--- src/rtl/rom_arbiter.sv ---
// rtl/rom_arbiter.sv - round-robin arbiter sharing one synchronous song ROM between channel sequencers
// Optional macro ROM_ARB_FIXED_PRIO0_EN: requester 0 always wins when pending.
module rom_arbiter #(
  parameter int NUM_REQ = 4,
  parameter int ADDR_W  = 8,
  parameter int DATA_W  = 16
) (
  input  logic                      i_clk,
  input  logic                      i_rst,
  input  logic [NUM_REQ-1:0]        i_req,
  input  logic [NUM_REQ*ADDR_W-1:0] i_addr,
  output logic [NUM_REQ-1:0]        o_busy,
  output logic [NUM_REQ-1:0]        o_rvalid,
  output logic [DATA_W-1:0]         o_rdata,
  output logic [ADDR_W-1:0]         o_rom_addr,
  input  logic [DATA_W-1:0]         i_rom_data
);

  localparam int IDX_W = (NUM_REQ > 1) ? $clog2(NUM_REQ) : 1;
  localparam logic [IDX_W-1:0] LAST_RST = IDX_W'(NUM_REQ - 1);

  logic [NUM_REQ-1:0] pending;
  logic [NUM_REQ-1:0] inflight;
  logic [ADDR_W-1:0]  addr_q [NUM_REQ];
  logic [IDX_W-1:0]   last;

  logic               grant_valid;
  logic [IDX_W-1:0]   win;
  logic [NUM_REQ-1:0] grant_onehot;
  logic [NUM_REQ-1:0] capture;
  int                 rr_idx;

  // Walk from the farthest candidate back to last+1 so the nearest pending one wins.
  always_comb begin
    grant_valid = 1'b0;
    win         = '0;
    rr_idx      = 0;
    for (int k = NUM_REQ; k >= 1; k--) begin
      rr_idx = (int'(last) + k) % NUM_REQ;
      if (pending[IDX_W'(rr_idx)]) begin
        grant_valid = 1'b1;
        win         = IDX_W'(rr_idx);
      end
    end
`ifdef ROM_ARB_FIXED_PRIO0_EN
    if (pending[0]) begin
      win = '0;
    end
`endif
  end

  assign grant_onehot = grant_valid ? (NUM_REQ'(1) << win) : '0;
  assign capture      = i_req & ~pending;

  always_ff @(posedge i_clk) begin
    if (i_rst) begin
      pending  <= '0;
      inflight <= '0;
      last     <= LAST_RST;
      for (int n = 0; n < NUM_REQ; n++) begin
        addr_q[n] <= '0;
      end
    end else begin
      pending  <= (pending | capture) & ~grant_onehot;
      inflight <= grant_onehot;
      for (int n = 0; n < NUM_REQ; n++) begin
        if (capture[n]) begin
          addr_q[n] <= i_addr[n*ADDR_W +: ADDR_W];
        end
      end
`ifdef ROM_ARB_FIXED_PRIO0_EN
      // Priority grants to requester 0 leave the rotation pointer untouched.
      if (grant_valid && (win != '0)) begin
        last <= win;
      end
`else
      if (grant_valid) begin
        last <= win;
      end
`endif
    end
  end

  assign o_rom_addr = grant_valid ? addr_q[win] : '0;
  assign o_busy     = pending | inflight;
  assign o_rvalid   = inflight;
  assign o_rdata    = (|inflight) ? i_rom_data : '0;

endmodule
--- config.mk ---
export PLATFORM = sky130hd
export DESIGN_NAME = rom_arbiter
export DESIGN_NICKNAME = d
export VERILOG_FILES = /design/src/rtl/rom_arbiter.sv
export SDC_FILE = /design/constraint.sdc
export NUM_CORES = 1
export LEC_CHECK = 0
export BUFFER_PORTS_ARGS = -buffer_cell sky130_fd_sc_hd__buf_4
export CAP_MARGIN = 40
export CORE_AREA = 2 2 80 82
export DETAILED_ROUTE_END_ITERATION = 10
export DIE_AREA = 0 0 82 84
export PLACE_DENSITY = 0.68
export SLEW_MARGIN = 20
export SYNTH_ARGS = -nofsm -noshare
export SYNTH_HDL_FRONTEND = slang
export SYNTH_SLANG_ARGS = --single-unit
--- constraint.sdc ---
create_clock -name i_clk -period 2.1 [get_ports i_clk]
set_input_delay 0.105 -clock i_clk [delete_from_list [all_inputs] [get_ports i_clk]]
set_output_delay 0.105 -clock i_clk [all_outputs]
set_load 0.05 [all_outputs]
== After elaboration in Yosys (flattened, before gate mapping) ==
Memories as Yosys holds them, arrays and structs flattened.
Index checks and enable logic that the tools add are counted.
W data, S select, Z words.
Storage, ports and cells
  bits in registers: 10
  memories: 1
  bits of input ports: 54
  output and inout port bits: 32
  memory bits (writable): 32
  word-level logic and storage cells: 65
Memories
  addr_q: depth 4, width 8, read ports 1, clocked after Yosys merged registers in 0, wr ports 4, RTL line 24  | logic [ADDR_W-1:0] addr_q [NUM_REQ];
Cells by class
  bitwise operators: 10
  $add $sub $neg: 4
  mux-type cells: 41
  shift-type cells: 1
  reductions and logical operators: 1
  order comparisons: 4
Operators with widths (number)
  $mux W8: 5
  $mux W1: 26
  $lt A2 B4 Y1 const B: 4
  $mux W16: 1
  $and A4 B4 Y4: 2
  $bmux W1 S2: 4
  $mux W2: 4
  $not A4 Y4: 2
  $or A4 B4 Y4: 2
  $add A2 B1 Y2 const B: 2
  $add A2 B2 Y2 const B: 2
  $mux W4: 1
  $or A1 B1 Y1: 4
  $reduce_or A4 Y1: 1
  $shl A1 B2 Y4 const A: 1

== Depth between registers and ports, before layout ==
  word-level depth: 12
  mapped depth: 7

== Least setup slack after synthesis ==
Ideal clock, no wire load.
  kind: register to output
  from: register pending[0]
  to: output o_rom_addr[0]
  required time: 1995 ps
  cell stages (with the launch flop): 8
  slack: 65 ps
  buffers on the path: 3
  arrival time: 1930 ps
  cell sequence: dfxtp_1 buf_2 o21ai_0 o221a_2 buf_6 buf_12 mux2i_1 o22ai_1
Between the ends
  word-level cells in the longest chain between the ends: 9
  elaborated cells between the ends (all ways): 22
  classes of those cells: mux: 21; memory: 1
RTL lines
  start: declaration: RTL line 22  | logic [NUM_REQ-1:0] pending;
  start signal: assignment: RTL line 64  | pending <= (pending | capture) & ~grant_onehot;
  $bmux W1 S2: RTL line 40  | if (pending[IDX_W'(rr_idx)]) begin
  $mux W1 (implied by the code) (2 in a row): RTL line 40
  $mux W2 (4 in a row): RTL line 40
  $mem_v2 Z4 W8
  $mux W8 (*): RTL line 84  | assign o_rom_addr = grant_valid ? addr_q[win] : '0;
  end: declaration: RTL line 15  | output logic [ADDR_W-1:0] o_rom_addr,
Every way passes the cells marked *; elsewhere a longest branch is shown, timed or not. The select of a mux whose other input is x is not followed.

== Final worst setup path ==
  from: register pending[1]
  to: output o_rom_addr[7]
Same word-level chain as after synthesis.

==> flow_summary.yaml <==
status:
  outcome: "completed"
cells_and_area:
  area_delta_synth_final_pct: 41.9
  drive_gt1_share_pct: 43.7
  layout.nets: 314
  diodes: 0
  post-route-util_pct: 47.9
  fin_area_sq_mm: 0.00292
  layoutNonFillerInstCount: 338
yosys:
  synth-warning-count: 0
  ys_ff_latch: 42
  synth-seq-area-share_pct: 56.4
  syn_inst: 169
  syn_area_per_cell_sq_um: 12.2
  synth_nets: 223
  synth_area_sq_mm: 0.00206
  yosysUniqueCellTypes: 28
grt:
  gr-total-overflow: 0
  grt_max_degree: 19
  grt.total_usage_pct: 15.3
  grt_pass1_vias: 1548
  grt_pass1_wl_mm: 7.76
  antenna_found_initial: 0
sta:
  timing.fmax_ghz: 0.502
  setup_tns_ns: 0
  whs_ns: 0.0764
  worst_slew_margin_rel_pct: 46.5
  clock_skew_ns: 0.00276
  tightest_slew_ns: 0.790
  final.period_utilization_pct: 94.9
  fin_crit_ns: 1.99
  setup_viol: 0
  rsz0062_at_grt: "no"
  slew_viol_final: 0
  finalHoldViolCount: 0
  worst_slack_ns: 0.106
setup_path:
  slowest_stage: "dfxtp_2"
  worstPathCellList: "nand2b_1 -> o221a_4 -> mux2i_1 -> o22ai_1 -> buf_4"
  worstPathMaxFanout: 8
  endpoint_kind: "output port"
  cp.buffers_inverters: 1
  start_kind: "register"
  crit_family: "compound AO/OA/AOI/OAI gates"
  crit_required_ns: 2.00
  path_class: "register to output port"
  max_stage_delay_ns: 0.43
  cp.arrival_ns: 1.89
cts:
  cts.reportedPaths.clkPinSlew_ns: 0.08
  clock_sinks: 42
  clockBufferDepth: 2
  cts_tree: "done"
  cts_hold_buffers: 0
  clk-insertion-delay-late_ns: 0.30
  cts_max_level: 2
  root_buffer: "clkbuf_8"
  numCtsBuffers: 5
floorplan:
  die_h_um: 84
  die_area_sq_mm: 0.00689
  placementRows: 29
  ioPinCount: 86
  dieWidth_um: 82
  start_util_pct: 33.8
  core-area_sq_mm: 0.00610
placement:
  dpl.cell_count: 325
  post-place-ws_ns: 0.0844
  dp_hpwl_mm: 3.59
  port_buffers: 85
  dpl-instance-area_sq_mm: 0.00275
  gp_congestion: 0.804
routing:
  antenna_left: 0
  drt_iter0_markers: 141
  drc: 0
  vias: 1673
  drt_pre_antenna_iters: 4
  wirelength_mm: 5.24
  viasPerCell: 4.95
  wl_per_cell_um: 15.5
power:
  power_mw: 4.22
  power_density_mw_per_mm2: 1450
  p_leak_nw: 1.25
  irDropWorstVdd_v: 0.000916
min_path:
  min_path_type: "primary input to register"
flow_run:
  cap_violations: 0
-- final timing paths --
check,endpoint,slack (ns),cells after the start,startpoint
worst max-delay path,o_rom_addr[7],0.11,5,pending[1]
worst min-delay path,addr_q[3][2],0.08,2,i_addr[26]
worst max register to register,last[1],0.50,4,pending[1]
worst min register to register,last[0],0.50,1,last[0]
-- state kept, by name, summed over array words and instances (netlist names) --
| register | flops |
|---|---|
| last | 2 |
| pending | 4 |
| o_rvalid | 4 |
| addr_q | 32 |
-- cells in the mapped netlist --
cell / number / area share (%)
a211o_1: 2 / 0.85
a211oi_1: 1 / 0.36
a211oi_2: 3 / 1.8
a21o_1: 1 / 0.36
and2_1: 32 / 9.7
and2b_1: 1 / 0.36
buf_12: 1 / 0.97
buf_2: 3 / 0.73
buf_6: 2 / 1.1
clkbuf_1: 3 / 0.55
dfxtp_1: 10 / 9.7
edfxtp_1: 32 / 47
mux2i_1: 16 / 7.8
nand2b_1: 10 / 3.0
nor2_1: 9 / 1.6
nor2_2: 1 / 0.30
nor2b_1: 17 / 5.2
nor3b_1: 2 / 0.73
nor4_1: 2 / 0.61
nor4_2: 2 / 1.2
o211ai_1: 1 / 0.36
o21ai_0: 1 / 0.24
o21ai_1: 1 / 0.24
o221a_2: 1 / 0.55
o22ai_1: 8 / 2.4
o311a_1: 1 / 0.49
o311ai_1: 1 / 0.43
or2_1: 5 / 1.5
-- metal layers --
metal	global-route usage, %	wire (um)	share of wire (%)	vias up
met1	19.2	1880	36	760
li1	-	-	-	791
met3	4.22	598	11	14
met5	0	0	0	-
met2	24.8	2650	51	108
met4	5.61	112	2.1	0
-- cell usage in the layout (no fill, tap or decap), drive strengths merged, types with 5 or more instances in the layout --
cell     n
buf     91
and2    32
edfxtp  32
nor2b   17
mux2i   16
nand2b  10
nor2    10
dfxtp   10
o22ai    8
or2      5
clkbuf   5
-- cell families after synthesis --
| group | count (synthesis) | synth area share, % |
|---|---|---|
| flip-flops | 42 | 56.4 |
| AND/OR/NAND/NOR | 81 | 24.3 |
| AO/OA/AOI/OAI | 21 | 8.15 |
| multiplexers | 16 | 7.78 |
| buffers and inverters | 9 | 3.34 |
-- layout make-up --
class,count,area (sq um)
fill,579,3170
sequential,42,1160
multi-input combinational,120,888
timing repair buffer,91,683
tap,77,96.3
clock buffer,5,68.8
clock inverter,3,20.0
-- repair_timing --
action,4_1_cts,5_1_grt
setup buffers,2,1
pin swaps,3,1
endpoints found under the setup margin,8,8
gates resized for setup,3,8
gates cloned,2,0
-- report_power, final --
part / leakage (nW) / switching, mW / internal (mW)
sequential: 0.430 / 0.110 / 1.05
clock: 0.0422 / 0.297 / 0.234
combinational: 0.776 / 1.67 / 0.856
Note: power is estimated with default switching activity, not from simulation.
